==> config.mk <==
export PLATFORM = sky130hd
export DESIGN_NAME = sd_sector_streamer
export DESIGN_NICKNAME = d
export VERILOG_FILES = /design/src/rtl/sd_sector_streamer.sv
export SDC_FILE = /design/constraint.sdc
export NUM_CORES = 1
export LEC_CHECK = 0
export ABC_CLOCK_PERIOD_IN_PS = 14100
export CAP_MARGIN = 20
export CORE_MARGIN = 8
export CORE_UTILIZATION = 59
export DETAILED_ROUTE_END_ITERATION = 6
export GPL_TIMING_DRIVEN = 0
export PLACE_DENSITY = 0.86
export SLEW_MARGIN = 5
export SYNTH_ARGS = -nofsm -noshare
export SYNTH_HDL_FRONTEND = slang
export SYNTH_SLANG_ARGS = --single-unit
==> constraint.sdc <==
create_clock -name clk -period 14.1 [get_ports clk]
set_clock_uncertainty 0.05 [all_clocks]
set_input_delay 1.41 -clock clk [delete_from_list [all_inputs] [get_ports clk]]
set_output_delay 1.41 -clock clk [all_outputs]
set_load 0.005 [all_outputs]
==> src/rtl/sd_sector_streamer.sv <==
// sd_sector_streamer: multi-block sector read into ROM word reads and a byte stream.
// Define SD_SECTOR_CRC16_EN to append a CRC16-CCITT trailer to every block.

module sd_sector_streamer #(
    parameter int ADDR_W     = 40,
    parameter int WIDX_W     = 8,
    parameter int GAP_CYCLES = 8
) (
    input  logic              clk,
    input  logic              rst,
    input  logic              start,
    input  logic [31:0]       sector,
    input  logic [15:0]       nblocks,
    input  logic              abort,
    output logic              busy,
    output logic              done,
    output logic              rdreq,
    output logic [ADDR_W-1:0] rdaddr,
    input  logic [15:0]       rddata,
    output logic              out_valid,
    input  logic              out_ready,
    output logic [7:0]        out_data,
    output logic              out_first,
    output logic              out_last
);

    localparam int BCNT_W = WIDX_W + 1;

    typedef enum logic [2:0] {
        S_IDLE,
        S_STREAM,
`ifdef SD_SECTOR_CRC16_EN
        S_CRC,
`endif
        S_GAP,
        S_FIN
    } state_t;

    state_t            st;
    logic [31:0]       rsec;
    logic [WIDX_W-1:0] ridx;
    logic              rq_done;
    logic              rvalid;
    logic [15:0]       wbuf0;
    logic [15:0]       wbuf1;
    logic [1:0]        cnt;
    logic              ph;
    logic [BCNT_W-1:0] bcnt;
    logic [15:0]       nblk;
    logic [15:0]       gcnt;
`ifdef SD_SECTOR_CRC16_EN
    logic [15:0]       crc;
    logic              csel;
`endif

    logic              acc;
    logic              pop;
    logic              issue;
    logic              blk_end;
    logic [1:0]        cnt_pop;
    logic [2:0]        occ;
    logic [7:0]        head_byte;

`ifdef SD_SECTOR_CRC16_EN
    function automatic logic [15:0] crc_byte(input logic [15:0] c,
                                             input logic [7:0]  d);
        logic [15:0] r;
        r = c;
        for (int i = 7; i >= 0; i--) begin
            if (r[15] ^ d[i]) r = {r[14:0], 1'b0} ^ 16'h1021;
            else              r = {r[14:0], 1'b0};
        end
        return r;
    endfunction
`endif

    // Output decode, prefetch slot accounting and block-end detection.
    always_comb begin
        head_byte = ph ? wbuf0[15:8] : wbuf0[7:0];
        out_valid = 1'b0;
        out_data  = 8'h00;
        out_first = 1'b0;
        out_last  = 1'b0;
        if (st == S_STREAM && cnt != 2'd0) begin
            out_valid = 1'b1;
            out_data  = head_byte;
            out_first = (bcnt == {BCNT_W{1'b0}});
`ifndef SD_SECTOR_CRC16_EN
            out_last  = (bcnt == {BCNT_W{1'b1}});
`endif
        end
`ifdef SD_SECTOR_CRC16_EN
        if (st == S_CRC) begin
            out_valid = 1'b1;
            out_data  = csel ? crc[7:0] : crc[15:8];
            out_last  = csel;
        end
`endif
        acc     = out_valid & out_ready;
        pop     = (st == S_STREAM) & acc & ph;
        cnt_pop = cnt - {1'b0, pop};
        occ     = {1'b0, cnt} + {2'b00, rdreq} + {2'b00, rvalid};
        issue   = (st == S_STREAM) & ~abort & ~rq_done &
                  ((occ - {2'b00, pop}) < 3'd2);
        blk_end = (st == S_STREAM) & acc & (bcnt == {BCNT_W{1'b1}});
    end

    // Transfer FSM with ROM request pipeline and two-word buffer.
    always_ff @(posedge clk) begin
        if (rst) begin
            st      <= S_IDLE;
            busy    <= 1'b0;
            done    <= 1'b0;
            rdreq   <= 1'b0;
            rdaddr  <= '0;
            rsec    <= '0;
            ridx    <= '0;
            rq_done <= 1'b0;
            rvalid  <= 1'b0;
            wbuf0   <= '0;
            wbuf1   <= '0;
            cnt     <= 2'd0;
            ph      <= 1'b0;
            bcnt    <= '0;
            nblk    <= '0;
            gcnt    <= '0;
`ifdef SD_SECTOR_CRC16_EN
            crc     <= '0;
            csel    <= 1'b0;
`endif
        end else begin
            done  <= 1'b0;
            rdreq <= 1'b0;
            case (st)
                S_IDLE: begin
                    if (start) begin
                        busy    <= 1'b1;
                        rsec    <= sector;
                        ridx    <= '0;
                        rq_done <= 1'b0;
                        nblk    <= (nblocks == 16'd0) ? 16'd1 : nblocks;
                        bcnt    <= '0;
                        ph      <= 1'b0;
                        cnt     <= 2'd0;
                        rvalid  <= 1'b0;
`ifdef SD_SECTOR_CRC16_EN
                        crc     <= '0;
`endif
                        st      <= S_STREAM;
                    end
                end
                S_STREAM: begin
                    if (abort) begin
                        st     <= S_FIN;
                        done   <= 1'b1;
                        cnt    <= 2'd0;
                        rvalid <= 1'b0;
                    end else begin
                        rdreq  <= issue;
                        rvalid <= rdreq;
                        if (issue) begin
                            rdaddr <= ADDR_W'({rsec, ridx});
                            ridx   <= ridx + 1'b1;
                            if (ridx == {WIDX_W{1'b1}}) begin
                                rq_done <= 1'b1;
                                rsec    <= rsec + 32'd1;
                            end
                        end
                        if (pop) wbuf0 <= wbuf1;
                        if (rvalid) begin
                            if (cnt_pop == 2'd0) wbuf0 <= rddata;
                            else                 wbuf1 <= rddata;
                        end
                        cnt <= cnt_pop + {1'b0, rvalid};
                        if (acc) begin
                            ph   <= ~ph;
                            bcnt <= bcnt + 1'b1;
`ifdef SD_SECTOR_CRC16_EN
                            crc  <= crc_byte(crc, out_data);
`endif
                        end
                        if (blk_end) begin
`ifdef SD_SECTOR_CRC16_EN
                            st   <= S_CRC;
                            csel <= 1'b0;
`else
                            nblk <= nblk - 16'd1;
                            st   <= S_GAP;
                            gcnt <= '0;
`endif
                        end
                    end
                end
`ifdef SD_SECTOR_CRC16_EN
                S_CRC: begin
                    if (abort) begin
                        st   <= S_FIN;
                        done <= 1'b1;
                    end else if (acc) begin
                        if (csel) begin
                            nblk <= nblk - 16'd1;
                            st   <= S_GAP;
                            gcnt <= '0;
                        end else begin
                            csel <= 1'b1;
                        end
                    end
                end
`endif
                S_GAP: begin
                    if (abort) begin
                        st   <= S_FIN;
                        done <= 1'b1;
                    end else if (gcnt == 16'(GAP_CYCLES - 1)) begin
                        if (nblk == 16'd0) begin
                            st   <= S_FIN;
                            done <= 1'b1;
                        end else begin
                            st      <= S_STREAM;
                            rq_done <= 1'b0;
                            bcnt    <= '0;
                            ph      <= 1'b0;
`ifdef SD_SECTOR_CRC16_EN
                            crc     <= '0;
`endif
                        end
                    end else begin
                        gcnt <= gcnt + 16'd1;
                    end
                end
                S_FIN: begin
                    busy <= 1'b0;
                    st   <= S_IDLE;
                end
                default: st <= S_IDLE;
            endcase
        end
    end

endmodule
==> results of run 1 <==
-- layout by cell type, fill, tap and decap left out, types with 6 or more instances in the layout --
cell type / synthesis / layout
nand4_1: 14 / 14
inv_1: 24 / 24
xnor2_1: 11 / 11
nor2_1: 108 / 108
ha_1: 15 / 15
a311oi_1: 9 / 9
or4_1: 8 / 8
xor2_1: 14 / 14
o21ai_0: 43 / 43
mux2i_1: 12 / 12
clkbuf_1: 62 / 63
a31oi_1: 14 / 14
nor4_1: 14 / 14
a211oi_1: 17 / 17
and2_1: 6 / 6
nor3_1: 21 / 21
a21oi_1: 114 / 114
or3_1: 11 / 11
nand2b_1: 10 / 10
clkbuf_16: 0 / 17
and3_1: 12 / 12
nand2_1: 200 / 200
nand3_1: 37 / 37
o22ai_1: 8 / 8
dfxtp_1: 163 / 163
clkdlybuf4s50_1: 0 / 121
o211ai_1: 6 / 6
a22oi_1: 20 / 20
-- logic make-up (layout without fill, tap and decap cells) --
| kind of cell | Yosys count | after routing |
|---|---|---|
| DFF | 163 | 163 |
| AOI/OAI and AO/OA | 273 | 273 |
| muxes | 16 | 16 |
| buffers and inverters | 91 | 244 |
| xor gates and xnor gates | 25 | 25 |
| adders and majority gates | 16 | 16 |
| and+or+nand+nor | 474 | 474 |
-- how the worst max path moves through the flow --
stage,endpoint,cells past startpoint,start
CTS,rsec[14]$_SDFFE_PP0P_,17,out_ready
finish,rsec[14]$_SDFFE_PP0P_,17,out_ready
detailed placement,rsec[14]$_SDFFE_PP0P_,17,out_ready
global route,rsec[27]$_SDFFE_PP0P_,17,out_ready
global placement,rsec[14]$_SDFFE_PP0P_,17,out_ready
floorplan,rsec[21]$_SDFFE_PP0P_,15,out_ready
-- stage by stage --
step                      area (um2)  util, %  total power, mW  worst slack, ps  instances
final                          10190    74.57            1.788             7478       1391
after global placement          9544    69.84            1.251             7405       1359
after global routing           10190    74.57            1.881             7286       1391
after detailed placement        9544    69.84            1.265             7283       1359
after CTS                      10190    74.57            1.766             7641       1391
after floorplan                 8108        -            1.044             8785       1058
-- worst register-to-register path, stage by stage, from the launching register on --
cell and delay (ps):
dfxtp_1 300, clkbuf_1 200, o21ai_1 690, nor2_1 340
nand2_1 350, inv_1 110, ha_1 290, inv_1 50
ha_1 300, a21o_1 180, fa_1 420, or4b_4 510
nor4b_2 580, clkbuf_1 540, nor2_1 100, nor2_1 640
a21oi_1 160, a211oi_1 240
-- synthesized netlist by cell type (all sizes together), types with 4 or more instances --
cell	number	area [um2]
a22oi	20	150.1
mux2i	12	120.1
and4	5	43.79
xor2	14	122.6
and3	12	75.07
o2bb2ai	4	35.03
a211oi	17	127.6
ha	15	187.7
nand2b	10	62.56
nor2b	5	31.28
buf	5	22.52
nand4b	5	43.79
a41oi	4	35.03
and2	7	43.80
nor4	16	112.6
or3	11	68.82
nand2	200	750.7
a31oi	14	87.58
o21ai	44	220.2
nor3	21	105.1
a21oi	114	570.6
nor2	108	405.4
o211ai	6	45.04
a21o	4	30.03
nand3	37	185.2
o22ai	8	50.05
or4	9	71.32
dfxtp	163	3263
mux2	4	45.04
nor4b	4	41.29
nand4	15	108.9
clkbuf	62	232.7
a211o	4	35.03
inv	24	90.09
xnor2	11	96.34
a311oi	9	78.83
-- metal layers --
layer / vias to the layer above / wire length (um) / part of all wire, %
li1: 4054 / - / -
met1: 3969 / 10360 / 41
met2: 441 / 11550 / 46
met3: 79 / 2362 / 9.4
met4: 2 / 799 / 3.2
met5: - / 15 / 0.060
-- sequential cells by signal, indices dropped and copies added, names as in the netlist, 2 cells and up --
name,cells
rdaddr,40
rsec,32
gcnt,16
nblk,16
wbuf0,16
wbuf1,16
bcnt,9
ridx,8
cnt,2
st,2
-- power breakdown --
group / switching (mW) / internal [mW]
Combinational: 0.440 / 0.229
Clock: 0.191 / 0.312
Sequential: 0.0859 / 0.531
-- layout make-up --
type                            instances  area [um2]
Multi-Input combinational cell        804        4499
Fill cell                            1082        3475
Sequential cell                       163        3263
Timing Repair Buffer                  121        1211
Clock buffer                           21       470.5
Buffer                                 67       255.2
Tap cell                              180       225.2
Clock inverter                         11       176.4
Inverter                               24       90.09
==> key figures, run 1 <==
Run status
  – Outcome: complete, but fails checks
  – Violations in the final reports: DRC

Synthesis
  – Mean post-synth cell area: 7.663 um2
  – Post-Synth Simple-Gate Area: 27.42%
  – Yosys synthesis warning count: 0
  – Count of flip-flops with a built-in enable after synthesis: 0
  – Most frequently used flop master after synthesis: dfxtp_1
  – Fraction of synthesized cell area in xor and xnor cells: 2.701%
  – Async set-or-reset flop fraction in the synthesized netlist: 0%
  – Post-Synthesis Net Count: 1,143
  – Synth Register Bits: 163
  – Compound-cell area share of the yosys netlist: 20.77%
  – Largest family of logic cells by synthesized area: simple AND/OR/NAND/NOR gates
  – Post-synthesis cell type count: 68
  – Sequential cell area fraction in the yosys report: 40.25%
  – Synthesized instance count: 1,058
  – Synthesized-area fraction occupied by adder cells: 2.562%
  – Netlist area before placement: 0.008108 mm2
  – Portion of netlist area occupied by mux cells: 2.037%

Die
  – Die area: 0.01775 mm2
  – Starting density of the core: 59.33%
  – Core box area: 0.01367 mm2
  – Die extent in x: 133.2 um
  – Floorplan die height: 133.2 um
  – Count of pins on the block boundary: 123
  – Placement row count: 43

Global route
  – Met2 GRT Util: 45.50%
  – Global Route met1 Usage: 34.04%
  – Vias in the first global route: 8,114
  – Number of antenna violations at the first check in global routing: 1
  – GR peak layer: met2
  – Met3 routing resource usage after global routing: 7.605%
  – Total global routing overflow: 0
  – Pin count of the biggest net entering global routing: 17
  – Wire length of the first global-routing pass: 40.65 mm
  – Total track usage: 27.93%

Clock tree
  – Resized cells post-CTS: 0
  – CTS Root Cell: clkbuf_16
  – Maximum buffer depth of the clock tree: 2
  – Number of CTS-inserted buffers: 17
  – Sink count of the clock tree: 163
  – Post-CTS setup buffer count: 0
  – TritonCTS clock tree: done
  – # hold bufs at CTS: 0
  – Clock latency at the later pin of the worst-skew pair: 430 ps
  – CTS H-tree lvls: 4
  – Clock slew at reported path FFs: 60 ps

Timing
  – Worst Hold Margin: 400.5 ps
  – Slew at the pin closest to its max-slew limit: 936.9 ps
  – Count of final setup violators: 0
  – Highest attainable clock frequency: 0.1510 GHz
  – Min Clock Period, post-route: 6622 ps
  – Final count of pins violating max slew: 0
  – RSZ-0062 raised after global routing: false
  – Worst-case headroom to the max-slew limit: 37.26%
  – Final clock period utilization by the worst path: 46.96%
  – Total Neg Setup Slack: 0 ps
  – Fin. Hold Viols: 0

Worst setup path
  – Critical path start-end classification: in -> reg
  – Critical Path RT: 14,390 ps
  – Kind of capture point of the worst setup path: flip-flop
  – Family with the most delay on the worst path: simple AND/OR/NAND/NOR gates
  – Worst R2R Start: cnt[1]$_SDFFE_PP0P_
  – Sort of element at the start of the critical path: input port
  – Critical path's slowest cell: nor2_1
  – Maximum fanout along the worst path: 10
  – Cells along the critical path: clkdlybuf4s50_1 -> inv_1 -> nor2_1 -> nand2_1 -> inv_1 -> ha_1 -> inv_1 -> ha_1 -> a21o_1 -> fa_1 -> or4b_4 -> nor4b_2 -> clkbuf_1 -> nor2_1 -> nor2_1 -> a21oi_1 -> a211oi_1
  – Delay of the slowest cell on the worst path: 640 ps
  – Data arrival time of the critical path: 6910 ps
  – Worst Reg2Reg Path Length in Cells: 17
  – R2R Setup Slk: 7980 ps
  – Terminus of the critical flop-to-flop path: rsec[14]$_SDFFE_PP0P_
  – Number of buffer and inverter stages on the critical path: 5

Drt
  – Average via count per standard cell: 6.143
  – DRC violation count after routing: 4
  – Post-DRT Antenna Nets: 0
  – Total routed wirelength: 25.10 mm
  – Number of search-and-repair iterations in the first detailed-routing pass: 7
  – Total via count in the routed design: 8,545
  – DRC violation total after the first TritonRoute iteration: 863
  – Routed wire per std cell: 18.04 um

Finish
  – Fraction of layout cells with a size suffix above 1: 4.046%
  – Area growth from synthesis to layout: 25.69%
  – Antenna Diode Count: 0
  – # nets final: 1,283

Power
  – Leakage power: 3.380 nW
  – Worst vdd rail ir drop: 0.1139 mV
  – PwrDens: 175.4 mW/mm2

Min path
  – Worst Min Path Start: wbuf1[2]$_SDFFE_PP0P_
  – Cell depth of the worst hold path: 2
  – Terminating pin of the worst hold path: wbuf1[2]$_SDFFE_PP0P_
  – Worst min-delay path category: reg -> reg

Place
  – DPL Wire Length: 17.85 mm
  – Global placer's final weighted congestion: 0.9450
  – PortBufs: 121

Job
  – Reported max-cap violation count: 0
Power figures use the tool's default switching activity.
==> inputs of run 2 (changes only) <==
--- a/config.mk
+++ b/config.mk
@@ -5,13 +5,13 @@
 export SDC_FILE = /design/constraint.sdc
 export NUM_CORES = 1
 export LEC_CHECK = 0
-export ABC_CLOCK_PERIOD_IN_PS = 14100
+export ABC_CLOCK_PERIOD_IN_PS = 6900
 export CAP_MARGIN = 20
 export CORE_MARGIN = 8
-export CORE_UTILIZATION = 59
+export CORE_UTILIZATION = 55
 export DETAILED_ROUTE_END_ITERATION = 6
 export GPL_TIMING_DRIVEN = 0
-export PLACE_DENSITY = 0.86
+export PLACE_DENSITY = 0.81
 export SLEW_MARGIN = 5
 export SYNTH_ARGS = -nofsm -noshare
 export SYNTH_HDL_FRONTEND = slang
==> constraint.sdc (replaced) <==
create_clock -name clk -period 6.9 [get_ports clk]
set_clock_uncertainty 0.05 [all_clocks]
set_input_delay 0.69 -clock clk [delete_from_list [all_inputs] [get_ports clk]]
set_output_delay 0.69 -clock clk [all_outputs]
set_load 0.005 [all_outputs]
==> key figures, run 2 (synthesized netlist as in run 1, its figures left out) <==
Run status
  – Outcome: finished, final reports clean

Worst setup path
  – Sort of element at the start of the critical path: flip-flop
  – Terminus of the critical flop-to-flop path: rsec[14]$_SDFFE_PP0P_
  – Critical path start-end classification: reg -> reg
  – Critical Path RT: 7190 ps
  – Worst R2R Start: st[0]$_SDFFE_PP0P_
  – Kind of capture point of the worst setup path: flip-flop
  – Critical path's slowest cell: nor2_1
  – Data arrival time of the critical path: 6310 ps
  – Delay of the slowest cell on the worst path: 580 ps
  – Cells along the critical path: ha_1 -> o21ai_1 -> nor2_1 -> nand2_1 -> inv_1 -> ha_1 -> inv_1 -> ha_1 -> a21o_1 -> fa_1 -> or4b_4 -> nor4b_2 -> clkbuf_1 -> nor2_1 -> nor2_1 -> a21oi_1 -> a211oi_1
  – R2R Setup Slk: 870 ps
  – Maximum fanout along the worst path: 10
  – Worst Reg2Reg Path Length in Cells: 17

Drt
  – Total routed wirelength: 24.64 mm
  – Routed wire per std cell: 17.67 um
  – Routed wire length on met3: 2.202 mm
  – Wire length on met1: 10.43 mm
  – Post-DRT Antenna Nets: 0
  – Met2 WL post-DR: 11.41 mm
  – Number of search-and-repair iterations in the first detailed-routing pass: 6
  – Max Used Layer: met4
  – DRC violation total after the first TritonRoute iteration: 861
  – Total via count in the routed design: 8,327
  – Average via count per standard cell: 5.973
  – DRC violation count after routing: 0

Global route
  – Total global routing overflow: 0
  – Wire length of the first global-routing pass: 39.54 mm
  – Vias in the first global route: 7,945
  – Number of antenna violations at the first check in global routing: 0
  – Total track usage: 26.16%
  – Pin count of the biggest net entering global routing: 17

Timing
  – Min Clock Period, post-route: 6027 ps
  – Highest attainable clock frequency: 0.1659 GHz
  – Fin. Hold Viols: 0
  – RSZ-0062 raised after global routing: false
  – Slew at the pin closest to its max-slew limit: 965.8 ps
  – Worst-case headroom to the max-slew limit: 35.33%
  – Final clock period utilization by the worst path: 87.34%
  – Final count of pins violating max slew: 0
  – Worst setup slack after layout: 873.5 ps
  – Total Neg Setup Slack: 0 ps
  – Count of final setup violators: 0

Min path
  – Worst min-delay path category: reg -> reg
  – Worst Min Path Start: wbuf1[1]$_SDFFE_PP0P_
  – Terminating pin of the worst hold path: wbuf1[1]$_SDFFE_PP0P_
  – Cell depth of the worst hold path: 2

Finish
  – Fraction of layout cells with a size suffix above 1: 3.884%
  – Register ranked first by flip-flop count: rdaddr
  – Regs by FF count: rdaddr x40, rsec x32
  – Number of flip-flops in the largest register: 40
  – Fill cell count: 1,247
  – Most common cell after layout, fill and taps aside: nand2_1
  – Most frequent cells in the layout: nand2_1, dfxtp_1, clkdlybuf4s50_1
  – Area growth from synthesis to layout: 25.18%
  – Antenna Diode Count: 0
  – # nets final: 1,283

Place
  – Worst slack at placement: 801.3 ps
  – DPL Wire Length: 17.71 mm
  – PortBufs: 121
  – Global placer's final weighted congestion: 0.9263

Clock tree
  – # hold bufs at CTS: 0
  – CTS H-tree lvls: 4
  – Number of CTS-inserted buffers: 17
  – CTS Root Cell: clkbuf_16
  – Clock latency at the later pin of the worst-skew pair: 430 ps
  – Post-CTS setup buffer count: 0
  – Sink count of the clock tree: 163
  – Maximum buffer depth of the clock tree: 2
  – TritonCTS clock tree: done
  – Resized cells post-CTS: 0
  – Clock slew at reported path FFs: 60 ps

Die
  – Starting density of the core: 56.00%
  – Die extent in x: 137.4 um
  – Core box area: 0.01448 mm2
  – Placement row count: 44
  – Count of pins on the block boundary: 123
  – Die area: 0.01888 mm2
  – Floorplan die height: 137.4 um

Power
  – Overall power after layout: 3.601 mW
  – Worst vdd rail ir drop: 0.2396 mV
  – PwrDens: 354.8 mW/mm2
  – Leakage power: 3.354 nW

Job
  – Reported max-cap violation count: 0
==> run 2: cell count changes in the layout (fill, tap and decap cells not counted) <==
cell and delta:
clkbuf_1 +1, clkinv_4 -2, bufinv_16 -1, clkinvlp_4 +1, clkbuf_8 -2, inv_6 +2
==> run 2: layer usage <==
metal | up-vias | GRT usage [%]
met3 | 60 | 4.230
met4 | 0 | 11.10
met5 | - | 0
met2 | 392 | 42.27
li1 | 4034 | -
met1 | 3841 | 33.90
==> run 2: worst max path at each step <==
stage,startpoint,to,slack (ps),cells after the start
after floorplan,st[1]$_SDFFE_PP0P_,rsec[21]$_SDFFE_PP0P_,2190,17
after global routing,st[1]$_SDFFE_PP0P_,rsec[14]$_SDFFE_PP0P_,550,18
after detailed placement,out_ready,rsec[27]$_SDFFE_PP0P_,800,17
after CTS,cnt[1]$_SDFFE_PP0P_,rsec[14]$_SDFFE_PP0P_,920,17
after global placement,out_ready,rsec[27]$_SDFFE_PP0P_,900,17
final,st[0]$_SDFFE_PP0P_,rsec[14]$_SDFFE_PP0P_,870,17
==> run 2: power by group <==
group	total (mW)	switching (mW)	internal, mW
sequential	1.26	0.177	1.08
clock	0.973	0.393	0.580
combinational	1.37	0.899	0.468
==> run 2: area by class of cell <==
cell class	count	area (um2)	area share, %
repair buffers	121	1211	11.93
inverters	24	90.09	0.8876
multi-input cells	804	4499	44.33
clock inverters	11	153.9	1.516
flip-flops and latches	163	3263	32.15
clock buffers	20	446.7	4.401
well taps	184	230.2	2.268
plain buffers	67	255.2	2.515
==> run 2: through the flow <==
stage | cells | cell area, um2 | util [%] | hold slack, ps
CTS | 1394 | 10150 | 70.10 | 402.0
global route | 1394 | 10150 | 70.10 | 414.6
floorplan | 1058 | 8108 | - | 382.0
global placement | 1363 | 9549 | 65.95 | 387.4
finish | 1394 | 10150 | 70.10 | 400.1
detailed placement | 1363 | 9549 | 65.95 | 393.5
==> run 2: critical path, delay by kind of cell (launching register included) <==
kind | cells | cell delay [ps]
and+or+nand+nor | 6 | 2680
adders and majority gates | 4 | 1110
AOI/OAI and AO/OA | 4 | 900
buffers and inverters | 3 | 730
DFF | 1 | 440
==> inputs of run 3 (changes only) <==
--- a/config.mk
+++ b/config.mk
@@ -6,7 +6,7 @@
 export NUM_CORES = 1
 export LEC_CHECK = 0
 export ABC_CLOCK_PERIOD_IN_PS = 6900
-export CAP_MARGIN = 20
+export CAP_MARGIN = 30
 export CORE_MARGIN = 8
 export CORE_UTILIZATION = 55
 export DETAILED_ROUTE_END_ITERATION = 6
==> results of run 3 <==
Same layout as run 2: the final DEF is identical, and so are final timing and power.
